[src/rtl/slow_clk_gen.sv]
// slow_clk_gen
//   Divides CLK_50 into a 50% duty square wave whose half-period is
//   BASE_HALF >> level. A requested level (freq_num, clamped to the valid
//   range) is only adopted at the end of a full period (terminal count while
//   slow_clk is high), so the output never glitches or truncates a period.
//
// Ports:
//   CLK_50         in   system clock
//   reset          in   synchronous, active-high reset
//   enable         in   run/hold; low freezes cnt, slow_clk and active_num
//   freq_num       in   requested level index (values >= NUM_LEVELS clamp)
//   slow_clk       out  divided square wave
//   tick           out  one-cycle pulse in the cycle slow_clk becomes 1
//   active_num     out  level currently driving the divider
//   change_pending out  request differs from active_num, awaiting boundary
module slow_clk_gen #(
    parameter int unsigned BASE_HALF  = 25000000,
    parameter int unsigned NUM_LEVELS = 6,
    parameter int unsigned SEL_W      = 3,
    parameter int unsigned CNT_W      = 25
) (
    input  logic             CLK_50,
    input  logic             reset,
    input  logic             enable,
    input  logic [SEL_W-1:0] freq_num,
    output logic             slow_clk,
    output logic             tick,
    output logic [SEL_W-1:0] active_num,
    output logic             change_pending
);

    localparam logic [SEL_W-1:0] MAX_LEVEL = SEL_W'(NUM_LEVELS - 1);

    logic [SEL_W-1:0] req;
    logic [SEL_W-1:0] req_clamped;
    logic [SEL_W-1:0] active_next;
    logic [CNT_W-1:0] cnt;
    logic [CNT_W-1:0] half_m1;
    logic             terminal;
    logic             apply;

    // Constant table of (half-period - 1) per level, selected by active_num.
    always_comb begin
        half_m1 = '0;
        for (int unsigned i = 0; i < NUM_LEVELS; i++) begin
            if (active_num == SEL_W'(i)) begin
                half_m1 = CNT_W'((BASE_HALF >> i) - 1);
            end
        end
    end

    always_comb begin
        req_clamped = (freq_num > MAX_LEVEL) ? MAX_LEVEL : freq_num;
        terminal    = (cnt == half_m1);
        // Falling-edge boundary with a registered pending request.
        apply       = enable && terminal && slow_clk && change_pending;
        active_next = apply ? req : active_num;
    end

    always_ff @(posedge CLK_50) begin
        if (reset) begin
            cnt            <= '0;
            slow_clk       <= 1'b0;
            tick           <= 1'b0;
            active_num     <= '0;
            req            <= '0;
            change_pending <= 1'b0;
        end else begin
            req <= req_clamped;
            // Compared against the post-apply level so a request adopted at
            // this edge clears pending, while one arriving now stays pending.
            change_pending <= (req_clamped != active_next);
            active_num     <= active_next;
            tick           <= 1'b0;
            if (enable) begin
                if (terminal) begin
                    cnt      <= '0;
                    slow_clk <= ~slow_clk;
                    tick     <= ~slow_clk;
                end else begin
                    cnt <= cnt + CNT_W'(1);
                end
            end
        end
    end

endmodule
[config.mk]
export PLATFORM = sky130hd
export DESIGN_NAME = slow_clk_gen
export DESIGN_NICKNAME = d
export VERILOG_FILES = /design/src/rtl/slow_clk_gen.sv
export SDC_FILE = /design/constraint.sdc
export NUM_CORES = 1
export LEC_CHECK = 0
export CELL_PAD_IN_SITES_DETAIL_PLACEMENT = 0
export CELL_PAD_IN_SITES_GLOBAL_PLACEMENT = 1
export CORE_ASPECT_RATIO = 0.7
export CORE_MARGIN = 3
export CORE_UTILIZATION = 44
export CTS_CLUSTER_DIAMETER = 100
export CTS_CLUSTER_SIZE = 30
export DETAILED_ROUTE_END_ITERATION = 8
export HOLD_SLACK_MARGIN = 0.06
export PLACE_DENSITY_LB_ADDON = 0.1
export RECOVER_POWER = 25
export SLEW_MARGIN = 25
export SYNTH_ARGS = -nofsm -noshare
export SYNTH_HDL_FRONTEND = slang
export SYNTH_SLANG_ARGS = --single-unit
[constraint.sdc]
create_clock -name CLK_50 -period 5.5 [get_ports CLK_50]
set_input_delay 0.55 -clock CLK_50 [delete_from_list [all_inputs] [get_ports CLK_50]]
set_output_delay 0.55 -clock CLK_50 [all_outputs]
set_load 0.02 [all_outputs]
==> reports/results.txt <==
commonest cells after routing, fill and taps aside = nor2_1, dfxtp_1, nand2_1, xnor2_1, xor2_1
dominant synthesized flop cell = dfxtp_1
Worst-Margin Slew = 1016 ps
Final setup viols = 0
Horiz. Die Dim = 88.91 µm
max-cap viol count = 0
Worst EP arrival = 3820 ps
DR iter-0 viols = 159
core area = 0.004479 mm²
Crit-path slowest cell = clkbuf_1
synth warn = 0
I/O pin count = 12
Layout Nets = 275
Hold Path Class = flip-flop to flip-flop
overflow left after global routing = 0
first-pass GRT wire length = 8583 µm
drc violations = 0
Antenna Violating Nets Remaining = 0
Seq/Total Area, Yosys = 32.15%
Placer Congestion = 0.8171
post-route minimum period = 3643 ps
layout cells sized above 1 = 5.576%
final HPWL from detailed placement = 3579 µm
Post-Syn Area per Cell = 7.841 µm²
Worst setup SP type = flip-flop
cell mode on critical path = a211oi_1
critical-path cell list = clkbuf_1, nor4bb_1, a211oi_1, a211oi_1, nand4_2, nor4_4, mux2i_1, and3_1, or4_1, o311ai_1
initial antenna violation count = 0
Max stage delay on crit path = 790 ps
synthesis-stage register bit count = 34
power per cell area = 200.1 mW/mm²
largest net degree at the start of global routing = 33
delay-heaviest family, CP = simple AND/OR/NAND/NOR gates
worst setup path startpoint = active_num[2]
xor/xnor share of the synthesized area = 12.00%
Max Fclk = 0.2745 GHz
RSZ-0062 raised after global routing = false
Synth Instances = 270
relative slew slack = 32.23%
Final Hold Viols = 0
Data required, critical path = 5680 ps
min-delay src = slow_clk
chip height = 64.04 µm
clk_skew = 4.204 ps
Pins Over Slew Limit = 0
initial core utilization = 47.26%
origin of the critical flop-to-flop path = active_num[2]
full die area = 0.005693 mm²
final worst path period share = 66.23%
synthesized net count = 277
number of diodes = 0
drt pass-1 iters = 4
routed via count = 1844
Post-CTS Setup Inserts = 0
setup slack, reg-to-reg = 1860 ps
largest family of logic cells by synthesized area = simple AND/OR/NAND/NOR gates
status = finished clean
Clock Latency Late Sink = 280 ps
clk sink count = 34
leak pwr = 0.7754 nW
Vias per Instance = 5.691
post-route cell area = 0.002300 mm²
most common cell after layout, fill and taps aside = nor2_1
routed len/inst = 15.06 µm
Post-synth EDFFs = 0
clk slew on worst S/H paths = 70 ps
Simple-Gate Fraction of Synth Area = 34.46%
CP endpoint kind = flip-flop
Root Buffer = clkbuf_8
Worst VDD drop = 95.07 µV
post-CTS sizing = 0
Setup CP Type = flip-flop to flip-flop
CTS H-Tree Depth = 2
placed cell area = 0.002212 mm²
synthesized cell area = 0.002117 mm²
WP buf/inv = 1
CP max FO = 26
setup_tns = 0 ps
total CTS buffers = 5
total power = 0.4601 mW
Post-Route WL = 4879 µm
Async SR Flop Fraction = 0%
Compound-Gate Fraction of Synth Area = 14.30%
post-synthesis mux area share = 0.9456%
Clock Path Buffers = 2
Post-Synth Adder-Cell Area = 0.5910%
Yosys cell types = 59
CTS Hold Bufs = 0
vias in the first global route = 1689
row count = 20
Overall Global Routing Usage = 19.52%
Port Buffers = 11
CTS tree = yes
synth-to-layout area growth = 8.629%
==> layer usage <==
layer	share of wire, %	vias up	global-route usage [%]
met1	55	856	30.98
met3	5.7	2	4.639
met2	39	43	25.83
li1	-	943	-
met5	0	-	0
met4	0.43	0	4.528
==> per-stage QoR <==
step	instances	utilization (%)	setup slack (ps)	hold slack [ps]
3_3_place_gp	316	49.39	2016	516.4
3_5_place_dp	316	49.39	1984	501.2
2_1_floorplan	270	-	2685	470.3
6_report	324	51.34	1857	502.5
4_1_cts	324	51.42	1975	512.5
5_1_grt	324	51.34	1337	549.3
==> synth_stat cells (4+ instances only) <==
master / count / area (µm²)
buf_2: 4 / 20.02
xor2_1: 12 / 105.1
dfxtp_1: 34 / 680.7
nand4_1: 5 / 31.28
and3_1: 7 / 43.79
inv_1: 6 / 22.52
a21oi_1: 11 / 55.05
nor2_1: 47 / 176.4
xnor2_1: 17 / 148.9
nor3_1: 7 / 35.03
a211oi_1: 5 / 37.54
nand3_1: 10 / 50.05
nand2b_1: 8 / 50.05
nor3b_1: 4 / 30.03
nand2_1: 18 / 67.56
clkbuf_1: 16 / 60.06
==> power by group <==
group,switching (mW),internal (mW),total (mW)
Sequential,0.00334,0.249,0.253
Combinational,0.0110,0.00859,0.0196
Clock,0.0868,0.101,0.188
==> cell type report <==
class	instances	area, µm²
fillers	443	2180
multi-input cells	208	1319
flip-flops and latches	34	680.7
repair buffers	12	113.9
clock buffers	7	86.33
well taps	55	68.82
inverters	7	26.28
clock inverters	1	5.005
==> path summary, 6_finish.rpt <==
kind / end / depth (start not counted)
worst min-delay path: tick / 1
worst max-delay path: change_pending / 10
worst min register to register: tick / 1
worst max register to register: change_pending / 10
==> logic make-up after synthesis <==
group           Yosys count
simple gates            135
compound gates           41
flops                    34
xor+xnor                 29
buf+inv                  28
mux                       2
fa+ha+maj                 1
==> registers in the layout, summed over array words and instances, names as in the netlist <==
name and count:
active_num 3, change_pending 1, cnt 25, req 3
slow_clk 1, tick 1
(Power assumes the default switching activity.)
